[src/rtl/sprite_pkg.sv]
// Shared definitions for the sprite line fetcher: attribute word layout, slot record,
// pattern addressing helpers and the scan FSM encoding.
package sprite_pkg;

  localparam int SPR_H  = 16;
  localparam int PAT_W  = 32;
  localparam int TILE_W = 6;
  localparam int ROW_W  = 4;
  localparam int PAT_AW = TILE_W + ROW_W;
  localparam int POSX_W = 9;
  localparam int SCLX_W = 4;

  localparam int ATTR_EN      = 31;
  localparam int ATTR_SWPX    = 30;
  localparam int ATTR_SWPY    = 29;
  localparam int ATTR_SCLX_HI = 28;
  localparam int ATTR_SCLX_LO = 25;
  localparam int ATTR_POSX_HI = 24;
  localparam int ATTR_POSX_LO = 16;
  localparam int ATTR_POSY_HI = 15;
  localparam int ATTR_POSY_LO = 8;
  localparam int ATTR_TILE_HI = 7;
  localparam int ATTR_TILE_LO = 2;

  typedef enum logic [2:0] {
    ST_IDLE,
    ST_ARD,
    ST_AEVAL,
    ST_PRD,
    ST_PST
  } state_t;

  typedef struct packed {
    logic              valid;
    logic              swpX;
    logic [SCLX_W-1:0] sclX;
    logic [POSX_W-1:0] posX;
    logic [PAT_W-1:0]  colors;
  } slot_t;

  // Vertical mirror reads the sprite's rows bottom-up.
  function automatic logic [ROW_W-1:0] pat_row(input logic [ROW_W-1:0] row, input logic swp_y);
    return swp_y ? (ROW_W'(SPR_H - 1) - row) : row;
  endfunction

endpackage

[src/rtl/sprite_slot_bank.sv]
// Working and display slot register sets. The scan writes the working set one slot at a time;
// a swap publishes it whole to the display set so the pixel units never see a half-built line.
import sprite_pkg::*;

module sprite_slot_bank #(
  parameter int NSPR = 8,
  parameter int SW   = 3
) (
  input  logic                     i_clk,
  input  logic                     i_rst,
  input  logic                     i_clear,
  input  logic                     i_wr_en,
  input  logic [SW-1:0]            i_wr_slot,
  input  logic [PAT_W-1:0]         i_wr_colors,
  input  logic [POSX_W-1:0]        i_wr_posX,
  input  logic [SCLX_W-1:0]        i_wr_sclX,
  input  logic                     i_wr_swpX,
  input  logic                     i_swap,
  input  logic                     i_kill,
  output logic [NSPR*PAT_W-1:0]    o_colors,
  output logic [NSPR*POSX_W-1:0]   o_posX,
  output logic [NSPR*SCLX_W-1:0]   o_sclX,
  output logic [NSPR-1:0]          o_swpX,
  output logic [NSPR-1:0]          o_valid
);

  slot_t r_work [NSPR];
  slot_t r_disp [NSPR];
  slot_t w_wr;

  assign w_wr.valid  = 1'b1;
  assign w_wr.swpX   = i_wr_swpX;
  assign w_wr.sclX   = i_wr_sclX;
  assign w_wr.posX   = i_wr_posX;
  assign w_wr.colors = i_wr_colors;

  // Swap reads the pre-edge working set, so a coincident clear still publishes the old line.
  always_ff @(posedge i_clk) begin
    if (i_rst) begin
      for (int i = 0; i < NSPR; i++) begin
        r_work[i] <= '0;
        r_disp[i] <= '0;
      end
    end else begin
      if (i_swap) begin
        for (int i = 0; i < NSPR; i++) r_disp[i] <= r_work[i];
      end else if (i_kill) begin
        for (int i = 0; i < NSPR; i++) r_disp[i] <= '0;
      end
      if (i_clear) begin
        for (int i = 0; i < NSPR; i++) r_work[i] <= '0;
      end else if (i_wr_en) begin
        r_work[i_wr_slot] <= w_wr;
      end
    end
  end

  always_comb begin
    o_colors = '0;
    o_posX   = '0;
    o_sclX   = '0;
    o_swpX   = '0;
    o_valid  = '0;
    for (int i = 0; i < NSPR; i++) begin
      o_colors[PAT_W*i +: PAT_W]   = r_disp[i].colors;
      o_posX[POSX_W*i +: POSX_W]   = r_disp[i].posX;
      o_sclX[SCLX_W*i +: SCLX_W]   = r_disp[i].sclX;
      o_swpX[i]                    = r_disp[i].swpX;
      o_valid[i]                   = r_disp[i].valid;
    end
  end

endmodule

[src/rtl/sprite_line_fetch.sv]
// Per-line sprite selection: scans the attribute table during hblank, fetches pattern rows for
// up to NSPR covering sprites, and hands the slot bank a double-buffered set for the next line.
import sprite_pkg::*;

module sprite_line_fetch #(
  parameter int NSPR  = 8,
  parameter int NATTR = 32,
  parameter int AW    = 5
) (
  input  logic                    i_clk,
  input  logic                    i_rst,
  input  logic                    i_line_start,
  input  logic [7:0]              i_next_y,
  input  logic                    i_line_swap,
  output logic [AW-1:0]           o_attr_addr,
  input  logic [31:0]             i_attr_data,
  output logic [PAT_AW-1:0]       o_pat_addr,
  input  logic [PAT_W-1:0]        i_pat_data,
  output logic [NSPR*PAT_W-1:0]   o_spr_colors,
  output logic [NSPR*POSX_W-1:0]  o_spr_posX,
  output logic [NSPR*SCLX_W-1:0]  o_spr_sclX,
  output logic [NSPR-1:0]         o_spr_swpX,
  output logic [NSPR-1:0]         o_spr_valid,
  output logic                    o_busy,
  output logic                    o_overflow,
  output logic                    o_late
);

  localparam int CW = $clog2(NSPR + 1);
  localparam int SW = (NSPR > 1) ? $clog2(NSPR) : 1;

  state_t              r_state;
  state_t              w_state_nxt;
  logic [AW-1:0]       r_idx;
  logic [CW-1:0]       r_cnt;
  logic [7:0]          r_y;
  logic [PAT_AW-1:0]   r_pat_addr;
  logic [POSX_W-1:0]   r_posX;
  logic [SCLX_W-1:0]   r_sclX;
  logic                r_swpX;
  logic                r_ovf;
  logic                r_late;

  logic [7:0]          w_row;
  logic                w_hit;
  logic                w_last;
  logic                w_full;
  logic                w_busy;
  logic                w_unused;

  // Row wraps mod 256 so sprites straddling the top of the frame still hit.
  assign w_row    = r_y - i_attr_data[ATTR_POSY_HI:ATTR_POSY_LO];
  assign w_hit    = i_attr_data[ATTR_EN] && (w_row < 8'(SPR_H));
  assign w_last   = (r_idx == AW'(NATTR - 1));
  assign w_full   = (r_cnt == CW'(NSPR));
  assign w_busy   = (r_state != ST_IDLE);
  assign w_unused = ^i_attr_data[1:0];

  assign o_attr_addr = r_idx;
  assign o_pat_addr  = r_pat_addr;
  assign o_busy      = w_busy;
  assign o_overflow  = r_ovf;
  assign o_late      = r_late;

  // Once all slots are full, entries are only evaluated; the first further hit ends the scan.
  always_comb begin
    w_state_nxt = r_state;
    unique case (r_state)
      ST_IDLE:  w_state_nxt = ST_IDLE;
      ST_ARD:   w_state_nxt = ST_AEVAL;
      ST_AEVAL: begin
        if (w_hit && !w_full)    w_state_nxt = ST_PRD;
        else if (w_hit || w_last) w_state_nxt = ST_IDLE;
        else                      w_state_nxt = ST_ARD;
      end
      ST_PRD:   w_state_nxt = ST_PST;
      ST_PST:   w_state_nxt = w_last ? ST_IDLE : ST_ARD;
      default:  w_state_nxt = ST_IDLE;
    endcase
    if (i_line_start) w_state_nxt = ST_ARD;
  end

  always_ff @(posedge i_clk) begin
    if (i_rst) begin
      r_state    <= ST_IDLE;
      r_idx      <= '0;
      r_cnt      <= '0;
      r_y        <= '0;
      r_pat_addr <= '0;
      r_posX     <= '0;
      r_sclX     <= '0;
      r_swpX     <= 1'b0;
      r_ovf      <= 1'b0;
      r_late     <= 1'b0;
    end else begin
      r_state <= w_state_nxt;
      r_late  <= i_line_swap && w_busy;
      if (i_line_start) begin
        r_idx <= '0;
        r_cnt <= '0;
        r_y   <= i_next_y;
      end else begin
        unique case (r_state)
          ST_AEVAL: begin
            if (w_hit && !w_full) begin
              r_pat_addr <= {i_attr_data[ATTR_TILE_HI:ATTR_TILE_LO],
                             pat_row(w_row[ROW_W-1:0], i_attr_data[ATTR_SWPY])};
              r_posX     <= i_attr_data[ATTR_POSX_HI:ATTR_POSX_LO];
              r_sclX     <= i_attr_data[ATTR_SCLX_HI:ATTR_SCLX_LO];
              r_swpX     <= i_attr_data[ATTR_SWPX];
            end else if (w_hit) begin
              r_ovf <= 1'b1;
            end else if (w_last) begin
              r_ovf <= 1'b0;
            end else begin
              r_idx <= r_idx + AW'(1);
            end
          end
          ST_PST: begin
            r_cnt <= r_cnt + CW'(1);
            if (w_last) r_ovf <= 1'b0;
            else        r_idx <= r_idx + AW'(1);
          end
          default: ;
        endcase
      end
    end
  end

  sprite_slot_bank #(
    .NSPR (NSPR),
    .SW   (SW)
  ) u_bank (
    .i_clk       (i_clk),
    .i_rst       (i_rst),
    .i_clear     (i_line_start),
    .i_wr_en     ((r_state == ST_PST) && !i_line_start),
    .i_wr_slot   (r_cnt[SW-1:0]),
    .i_wr_colors (i_pat_data),
    .i_wr_posX   (r_posX),
    .i_wr_sclX   (r_sclX),
    .i_wr_swpX   (r_swpX),
    .i_swap      (i_line_swap && !w_busy),
    .i_kill      (i_line_swap && w_busy),
    .o_colors    (o_spr_colors),
    .o_posX      (o_spr_posX),
    .o_sclX      (o_spr_sclX),
    .o_swpX      (o_spr_swpX),
    .o_valid     (o_spr_valid)
  );

endmodule
[config.mk]
export PLATFORM = sky130hd
export DESIGN_NAME = sprite_line_fetch
export DESIGN_NICKNAME = d
export VERILOG_FILES = /design/src/rtl/sprite_pkg.sv /design/src/rtl/sprite_slot_bank.sv /design/src/rtl/sprite_line_fetch.sv
export SDC_FILE = /design/constraint.sdc
export NUM_CORES = 1
export LEC_CHECK = 0
export ABC_CLOCK_PERIOD_IN_PS = 6910
export BUFFER_PORTS_ARGS = -buffer_cell sky130_fd_sc_hd__buf_4
export CAP_MARGIN = 15
export CORE_ASPECT_RATIO = 1.75
export CORE_MARGIN = 2
export CORE_UTILIZATION = 50
export DETAILED_ROUTE_END_ITERATION = 7
export PLACE_DENSITY_LB_ADDON = 0.3
export SLEW_MARGIN = 15
export SYNTH_ARGS = -nofsm -noshare
export SYNTH_HDL_FRONTEND = slang
export SYNTH_HIERARCHICAL = 1
export SYNTH_SLANG_ARGS = --single-unit
export TNS_END_PERCENT = 1
[constraint.sdc]
create_clock -name i_clk -period 6.91 [get_ports i_clk]
set_clock_uncertainty 0.2 [all_clocks]
set_input_delay 1.382 -clock i_clk [delete_from_list [all_inputs] [get_ports i_clk]]
set_output_delay 1.382 -clock i_clk [all_outputs]
set_load 0.03 [all_outputs]
==> impl_metrics.ini, run 1 <==
[run_status]
status = finished, final reports clean

[placed_design]
gp_congestion = 0.834
place_inst = 3407
place_area_um2 = 34200
dpl.hpwl_um = 49400
port_buffers = 467

[critical_path]
r2r_end = u_bank/r_work[4][20]$_SDFFCE_PN0P_
reg2reg_depth = 7
critPathLaunchType = input pin
cp.required_ps = 6930
crit_start = i_rst
reg2reg_setup_slack_ps = 3140
setup.worst_path.end_class = register
timing.rr.start = r_state[2]$_SDFF_PP0_
crit_end = u_bank/r_work[4][20]$_SDFFCE_PN0P_
crit_path_max_fanout = 93
path_class = in2reg
cp.arrival_ps = 3860

[clock_tree]
cts.sink_count = 798
clockBufferDepth = 3
cts-resized-gates = 0
cts_buffers = 69
hold_buffers = 0
h-tree-depth = 3
cts-root-buf = clkbuf_16
worstSkewPairLatency_ps = 600
cts_tree = built
path_clk_slew_ps = 60
post_cts_buffers = 0

[routing]
num_vias = 18800
drc = 0
final_antenna_net_count = 0
drt-pass1-iter-count = 5
totalWireLength_um = 77800
avgRoutedWirePerCell_um = 22.0
drt-vias-per-instance = 5.31
drtIter0Drc = 1356

[synth]
syn_inst = 2287
yosysUniqueCellTypes = 54
synth_ff_type = edfxtp_1
synth_top_area_share_pct = 55.7
syn_nets = 2376
synth_common_cells = edfxtp_1 (556), and2_1 (512), dfxtp_1 (242)
yosys.area.top_type = edfxtp_1
synth_area_um2 = 30000
ys_seq_area_share_pct = 71.9
async_reset_ff_share_pct = 0
synthTopCellsByArea = edfxtp_1 (56%), dfxtp_1 (16%), and2_1 (11%), a21oi_1 (3.3%), nand2_1 (2.4%)
yosys_warnings = 6
avgSynthCellArea_um2 = 13.1
ys_ff_latch = 798
synth_edf_count = 556
synth_most_common_cell = edfxtp_1

[power]
pwr-share-clk_pct = 38.4
power_leakage_nw = 14.9
irDropWorstVdd_uv = 233
internal_power_mw = 7.70
power_density_nw_per_um2 = 276
swShare_pct = 23.4
seq_power_share_pct = 53.5
pwr-share-comb_pct = 8.1
totalPowerFinal_mw = 10.0
power_switching_mw = 2.35

[timing]
drv_slew = 0
finalCriticalPeriod_ps = 3850
worst_pin_slew_ps = 1160
setup_tns_ps = 0
period_share_pct = 55.7
fin_hold_ws_ps = 243
grt_setup_unrepaired = false
hold_violations = 0
setup_viol = 0
fmax_mhz = 260
maxSlewHeadroom_pct = 22.6

[floorplanning]
core_area_um2 = 59200
chipHeight_um = 328
initial_core_util_pct = 50.6
rows = 118
fp.dieW_um = 189
die-area_um2 = 62000
io-pin-count = 470

[layout]
stdcell_count = 3536
n_antenna_cell = 0
seq_area_um2 = 21500
fillers = 4587
nets = 2788
drive_above_1_share_pct = 23.0
area_growth_pct = 21.7
final_area_um2 = 36500
multiInputGateArea_um2 = 7840

[global_routing]
grt_pass1_wl_um = 115000
antenna_found_initial = 2
grt_max_degree = 193
grt.total_usage_pct = 24.8
grt_pass1_vias = 18800
overflow = 0

[min_path]
hold_class = reg2reg

[flow_run]
max_cap_viol_count = 0
-- area by class of cell --
cell class	instances	area share, %
Sequential cell	798	59.1
Inverter	14	0.144
Tap cell	780	2.68
Multi-Input combinational cell	1325	21.5
Clock inverter	30	0.721
Timing Repair Buffer	491	10.4
Clock buffer	98	5.49
-- sequential cells by signal (all words and copies together), names as in the netlist --
name / count
u_bank/r_disp: 376
u_bank/r_work: 376
o_pat_addr: 10
r_posX: 9
r_y: 8
o_attr_addr: 5
r_cnt: 4
r_sclX: 4
r_state: 3
o_late: 1
o_overflow: 1
r_swpX: 1
-- worst max-delay path: stages --
cell      delay, ps
buf_6           290
or3b_4          610
nor2b_4         130
buf_4           430
nand2b_2        390
buf_4           520
-- cell families (layout without fill, tap and decap cells) --
family	Yosys count	after routing	share of synthesized area (%)
mux	32	32	1.07
fa+ha+maj	13	13	0.568
buf+inv	164	633	2.44
flops	798	798	71.9
xor+xnor	11	11	0.322
simple gates	1039	1039	19.5
compound gates	230	230	4.24
-- power groups by stage --
stage	sequential, mW	clock (mW)	combinational (mW)
floorplan	5.70	0	0.234
global placement	5.48	0	0.802
detailed placement	5.48	0	0.816
CTS	5.38	3.94	0.818
global route	5.40	4.11	0.854
finish	5.38	3.86	0.810
-- per-stage QoR --
stage | setup WS [ps] | util [%]
2_1_floorplan | 864 | -
3_3_place_gp | 2460 | 57.7
3_5_place_dp | 2410 | 57.7
4_1_cts | 3060 | 61.5
5_1_grt | 2830 | 61.6
6_report | 3060 | 61.6
-- layer usage --
layer	vias up	share of wire [%]	global-route usage [%]
met3	151	7.0	5.06
met4	0	4.3	11.1
met2	752	52	44.6
met5	-	0	0
met1	9220	37	28.4
li1	8653	-	-
-- how the worst min path moves through the flow --
stage	startpoint	slack [ps]	to	cells past startpoint
after floorplan	u_bank/r_work[0][46]$_SDFFE_PP1P_	220	u_bank/r_work[0][46]$_SDFFE_PP1P_	1
after global placement	u_bank/r_work[0][46]$_SDFFE_PP1P_	230	u_bank/r_work[0][46]$_SDFFE_PP1P_	1
after CTS	u_bank/r_work[3][46]$_SDFFE_PP1P_	250	u_bank/r_work[3][46]$_SDFFE_PP1P_	1
after global routing	u_bank/r_disp[1][137]$_SDFFE_PP0P_	270	u_bank/r_disp[1][137]$_SDFFE_PP0P_	2
after detailed placement	u_bank/r_work[3][46]$_SDFFE_PP1P_	230	u_bank/r_work[3][46]$_SDFFE_PP1P_	1
final	u_bank/r_work[3][46]$_SDFFE_PP1P_	240	u_bank/r_work[3][46]$_SDFFE_PP1P_	1
-- cell usage in the layout, fill, tap and decap left out, types with 4 or more instances in the layout --
master,netlist,layout
edfxtp_1,556,556
and2_1,512,511
buf_4,3,484
dfxtp_1,242,242
a21oi_1,197,197
nand2_1,193,193
nor2_1,143,139
nor3b_1,96,95
clkbuf_16,0,74
and3_1,49,49
mux2i_1,32,32
clkbuf_1,93,18
inv_1,14,14
ha_1,12,12
clkinv_2,0,11
a21o_1,11,10
xnor2_1,7,7
nor2_4,0,6
clkbuf_8,0,6
clkinvlp_4,0,6
clkinv_1,0,6
nor2b_1,5,4
nand2b_1,9,4
xor2_1,4,4
o21ai_4,0,4
nand2b_4,0,4
buf_12,2,4
Note: power is estimated with default switching activity, not from simulation.
==> run 2, diff against run 1 <==
--- a/config.mk
+++ b/config.mk
@@ -5,7 +5,8 @@
 export SDC_FILE = /design/constraint.sdc
 export NUM_CORES = 1
 export LEC_CHECK = 0
-export ABC_CLOCK_PERIOD_IN_PS = 6910
+export ABC_AREA = 1
+export ABC_CLOCK_PERIOD_IN_PS = 3910
 export BUFFER_PORTS_ARGS = -buffer_cell sky130_fd_sc_hd__buf_4
 export CAP_MARGIN = 15
 export CORE_ASPECT_RATIO = 1.75
==> constraint.sdc (replaced) <==
create_clock -name i_clk -period 3.91 [get_ports i_clk]
set_clock_uncertainty 0.2 [all_clocks]
set_input_delay 0.782 -clock i_clk [delete_from_list [all_inputs] [get_ports i_clk]]
set_output_delay 0.782 -clock i_clk [all_outputs]
set_load 0.03 [all_outputs]
==> impl_metrics.ini, run 2 <==
[critical_path]
path_class = reg2reg
cp.arrival_ps = 3250
critPathLaunchType = register
crit_path_max_fanout = 24
setup.worst_path.end_class = register
cp.required_ps = 4250

[synth]
synth_area_um2 = 29800
synth_common_cells = nor2_1 (739), edfxtp_1 (556), nand2_1 (407)
avgSynthCellArea_um2 = 10.6
ys_ff_latch = 798
syn_nets = 2900
yosys_warnings = 6
async_reset_ff_share_pct = 0
syn_inst = 2811
synth_ff_type = edfxtp_1
synth_most_common_cell = nor2_1
synth_edf_count = 556
yosys.area.top_type = edfxtp_1
synthTopCellsByArea = edfxtp_1 (56%), dfxtp_1 (16%), nor2_1 (9.3%), nand2_1 (5.1%), inv_1 (4.6%)
ys_seq_area_share_pct = 72.2
yosysUniqueCellTypes = 28
synth_top_area_share_pct = 55.9

[routing]
drt-vias-per-instance = 5.02
totalWireLength_um = 79800
final_antenna_net_count = 0
num_vias = 20400
drt-pass1-iter-count = 6
drtIter0Drc = 1652
drc = 0
avgRoutedWirePerCell_um = 19.6

[floorplanning]
chipHeight_um = 327
rows = 118
io-pin-count = 470
core_area_um2 = 59100
die-area_um2 = 61700
initial_core_util_pct = 50.5
fp.dieW_um = 189

[global_routing]
antenna_found_initial = 0
overflow = 0
grt_max_degree = 113
grt_pass1_vias = 20300
grt.total_usage_pct = 25.7
grt_pass1_wl_um = 119000

[clock_tree]
cts_tree = built
post_cts_buffers = 0
path_clk_slew_ps = 60
cts-resized-gates = 0
cts.sink_count = 798
hold_buffers = 0
clockBufferDepth = 3
cts-root-buf = clkbuf_16
cts_buffers = 70
h-tree-depth = 3
worstSkewPairLatency_ps = 610

[run_status]
status = finished, final reports clean

[layout]
multiInputGateArea_um2 = 6360
layout_commonest_cell = nor2_1
area_growth_pct = 22.5
stdcell_count = 4074
n_antenna_cell = 0
nets = 3327
layout_common_cells = nor2_1 (737), edfxtp_1 (556), buf_4 (491)
drive_above_1_share_pct = 19.9
fillers = 4724
seq_area_um2 = 21500
final_area_um2 = 36600
utilization_pct = 61.9

[placed_design]
place_inst = 3946
place_area_um2 = 34200
pre_cts_ws_ps = 513
port_buffers = 467
gp_congestion = 0.914
dpl.hpwl_um = 52800

[timing]
drv_slew = 0
worst_pin_slew_ps = 1030
setup_ws_ps = 993
grt_setup_unrepaired = false
hold_violations = 0
setup_viol = 0
finalCriticalPeriod_ps = 2920
fmax_mhz = 343
fin_hold_ws_ps = 203
period_share_pct = 74.6
maxSlewHeadroom_pct = 31.3

[power]
power_leakage_nw = 15.8
power_density_nw_per_um2 = 509
irDropWorstVdd_uv = 389

[min_path]
hold_class = in2reg

[flow_run]
max_cap_viol_count = 0
run 2: through the flow:
stage	TNS [ps]	total power, mW
2_1_floorplan	-4800	10.9
3_3_place_gp	0	11.7
3_5_place_dp	0	11.7
4_1_cts	0	18.8
5_1_grt	0	19.2
6_report	0	18.6
run 2: per-layer routing:
layer / part of all wire (%) / up-vias / track usage [%]
met5: 0 / - / 0
met2: 53 / 838 / 46.7
met3: 7.0 / 188 / 5.45
met4: 5.1 / 0 / 13.3
li1: - / 9747 / -
met1: 35 / 9671 / 27.9
run 2: logic make-up (layout without fill, tap and decap cells):
| family | count (synthesis) | count (layout) | synth area share [%] |
|---|---|---|---|
| and+or+nand+nor | 1326 | 1326 | 17.6 |
| DFF | 798 | 798 | 72.2 |
| buffers and inverters | 519 | 1002 | 6.92 |
| AOI/OAI and AO/OA | 145 | 145 | 2.45 |
| adders and majority gates | 13 | 13 | 0.570 |
| xor gates and xnor gates | 10 | 10 | 0.293 |
run 2: layout make-up:
cell class	count	area share, %
timing repair buffer	502	10.7
inverter	372	3.82
clock buffer	97	5.64
clock inverter	31	0.845
sequential	798	58.9
multi-input combinational	1494	17.4
tap	780	2.67
run 2: worst paths after layout:
| check | startpoint | to | slack [ps] | cells after the start |
|---|---|---|---|---|
| max | r_y[0]$_SDFFE_PP0P_ | o_pat_addr[9]$_SDFFE_PP0P_ | 990 | 15 |
| min | i_next_y[5] | r_y[5]$_SDFFE_PP0P_ | 200 | 3 |
| max reg2reg | r_y[0]$_SDFFE_PP0P_ | o_pat_addr[9]$_SDFFE_PP0P_ | 990 | 15 |
| min reg2reg | u_bank/r_work[1][46]$_SDFFE_PP1P_ | u_bank/r_work[1][46]$_SDFFE_PP1P_ | 250 | 2 |
run 2: power by group:
part           switching (mW)  total, mW  internal [mW]  leakage (nW)
combinational            1.32       1.87          0.556          6.44
sequential              0.187       9.64           9.45          8.14
clock                    3.05       7.10           4.05          1.17
run 2: worst max-delay path, cell delays in order, from the launching register on:
cell,delay [ps]
dfxtp_1,300
inv_1,90
ha_1,150
inv_1,50
fa_1,410
nand2_1,80
nand2_1,110
nand3b_1,110
nand3_1,120
inv_1,80
nand3_1,100
nor2_4,170
nand3_4,120
nor2_4,480
nand2_1,120
a21oi_1,150
==> run 3, diff against run 2 <==
--- a/config.mk
+++ b/config.mk
@@ -6,7 +6,7 @@
 export NUM_CORES = 1
 export LEC_CHECK = 0
 export ABC_AREA = 1
-export ABC_CLOCK_PERIOD_IN_PS = 3910
+export ABC_CLOCK_PERIOD_IN_PS = 2750
 export BUFFER_PORTS_ARGS = -buffer_cell sky130_fd_sc_hd__buf_4
 export CAP_MARGIN = 15
 export CORE_ASPECT_RATIO = 1.75
==> constraint.sdc (replaced) <==
create_clock -name i_clk -period 2.75 [get_ports i_clk]
set_clock_uncertainty 0.2 [all_clocks]
set_input_delay 0.55 -clock i_clk [delete_from_list [all_inputs] [get_ports i_clk]]
set_output_delay 0.55 -clock i_clk [all_outputs]
set_load 0.03 [all_outputs]
==> impl_metrics.ini, run 3 (synthesized netlist as in run 2, its figures left out) <==
[timing]
hold_violations = 0
setup_viol = 0
drv_slew = 0
setup_ws_ps = 36.9
fmax_mhz = 369
finalCriticalPeriod_ps = 2710
worst_pin_slew_ps = 946
maxSlewHeadroom_pct = 36.9
period_share_pct = 98.7
fin_hold_ws_ps = 35.2
setup_tns_ps = 0

[power]
seq_power_share_pct = 51.5
power_density_nw_per_um2 = 717
pwr-share-comb_pct = 10.4
irDropWorstVdd_uv = 519
pwr-share-clk_pct = 38.2
internal_power_mw = 20.1
power_switching_mw = 6.49
swShare_pct = 24.4
power_leakage_nw = 16.0

[global_routing]
grt_pass1_wl_um = 119000
grt_max_degree = 189
grt_pass1_vias = 20400
overflow = 0
antenna_found_initial = 0
grt.total_usage_pct = 25.7

[placed_design]
gp_congestion = 0.910
place_inst = 3960
dpl.hpwl_um = 54300
port_buffers = 467
pre_cts_ws_ps = -128
place_area_um2 = 34400

[clock_tree]
cts_buffers = 70
h-tree-depth = 3
clockBufferDepth = 3
cts_tree = built
path_clk_slew_ps = 70
cts-root-buf = clkbuf_16
worstSkewPairLatency_ps = 600
cts.sink_count = 798

[routing]
final_antenna_net_count = 0
num_vias = 20800
drt-vias-per-instance = 5.06
drtIter0Drc = 1381
drc = 0
avgRoutedWirePerCell_um = 19.7
drt-pass1-iter-count = 5
totalWireLength_um = 80900

[floorplanning]
core_area_um2 = 59100
die-area_um2 = 61700
rows = 118
io-pin-count = 470
chipHeight_um = 327
initial_core_util_pct = 50.5
fp.dieW_um = 189

[min_path]
hold_class = in2reg

[layout]
layout_common_cells = nor2_1 (737), edfxtp_1 (556), buf_4 (496)
stdcell_count = 4116
layout_commonest_cell = nor2_1
nets = 3369
area_growth_pct = 24.4
fillers = 4602
n_antenna_cell = 0
drive_above_1_share_pct = 20.1
final_area_um2 = 37100

[critical_path]
setup.worst_path.end_class = register
critPathLaunchType = register
path_class = reg2reg
cp.arrival_ps = 3030
crit_path_max_fanout = 6
cp.required_ps = 3060

[flow_run]
max_cap_viol_count = 0

[run_status]
status = finished, final reports clean
## run 3: path summary, 6_finish.rpt
path,startpoint,endpoint,slack (ps),cells past startpoint
hold / removal,i_attr_data[7],o_pat_addr[9]$_SDFFE_PP0P_,40,3
setup / recovery,r_y[0]$_SDFFE_PP0P_,o_pat_addr[8]$_SDFFE_PP0P_,40,16
hold reg to reg,u_bank/r_work[3][46]$_SDFFE_PP1P_,u_bank/r_work[3][46]$_SDFFE_PP1P_,250,2
setup reg to reg,r_y[0]$_SDFFE_PP0P_,o_pat_addr[8]$_SDFFE_PP0P_,40,16
## run 3: area by class of cell
class / count / area, um2 / area share (%)
clock buffer: 97 / 2060 / 5.55
timing repair buffer: 544 / 4460 / 12.0
clock inverter: 31 / 322 / 0.866
tap: 780 / 976 / 2.63
inverter: 372 / 1400 / 3.76
sequential: 798 / 21500 / 58.0
multi-input combinational: 1494 / 6390 / 17.2
## run 3: layer usage
metal,track usage (%),part of all wire (%)
met3,5.32,7.1
met1,27.5,35
met4,13.4,5.4
met5,0,0
met2,47.3,53
## run 3: per-stage QoR
| step | utilization (%) | total power, mW |
|---|---|---|
| after floorplan | - | 15.5 |
| final | 62.9 | 26.6 |
| after detailed placement | 58.3 | 16.7 |
| after CTS | 62.7 | 26.8 |
| after global routing | 62.9 | 27.4 |
| after global placement | 58.3 | 16.6 |
## run 3: power by group through the flow
| stage | Combinational, mW | Clock [mW] | Sequential (mW) |
|---|---|---|---|
| 6_report | 2.76 | 10.2 | 13.7 |
| 5_1_grt | 2.92 | 10.7 | 13.8 |
| 4_1_cts | 2.76 | 10.3 | 13.7 |
| 3_5_place_dp | 2.72 | 0 | 14.0 |
| 3_3_place_gp | 2.68 | 0 | 14.0 |
| 2_1_floorplan | 0.828 | 0 | 14.6 |
## run 3: timing repair
action / in CTS / in global routing
endpoints found under the hold margin: 23 / 0
hold buffers: 23 / 0
buffers inserted: 0 / 2
resized for setup: 0 / 8
endpoints found under the setup margin: 0 / 19
## run 3: worst max-delay path: stages, from the launching register on
cell and delay [ps]:
dfxtp_1 310, inv_2 60, ha_1 140, inv_1 50, fa_2 350, nand2_1 70, nand2_1 100, nand3b_1 150
nand3_2 100, inv_2 70, nand3_2 70, nor2_4 140, nand3_4 90, nor2_4 290, buf_12 170, nand2_1 90
a21oi_2 170
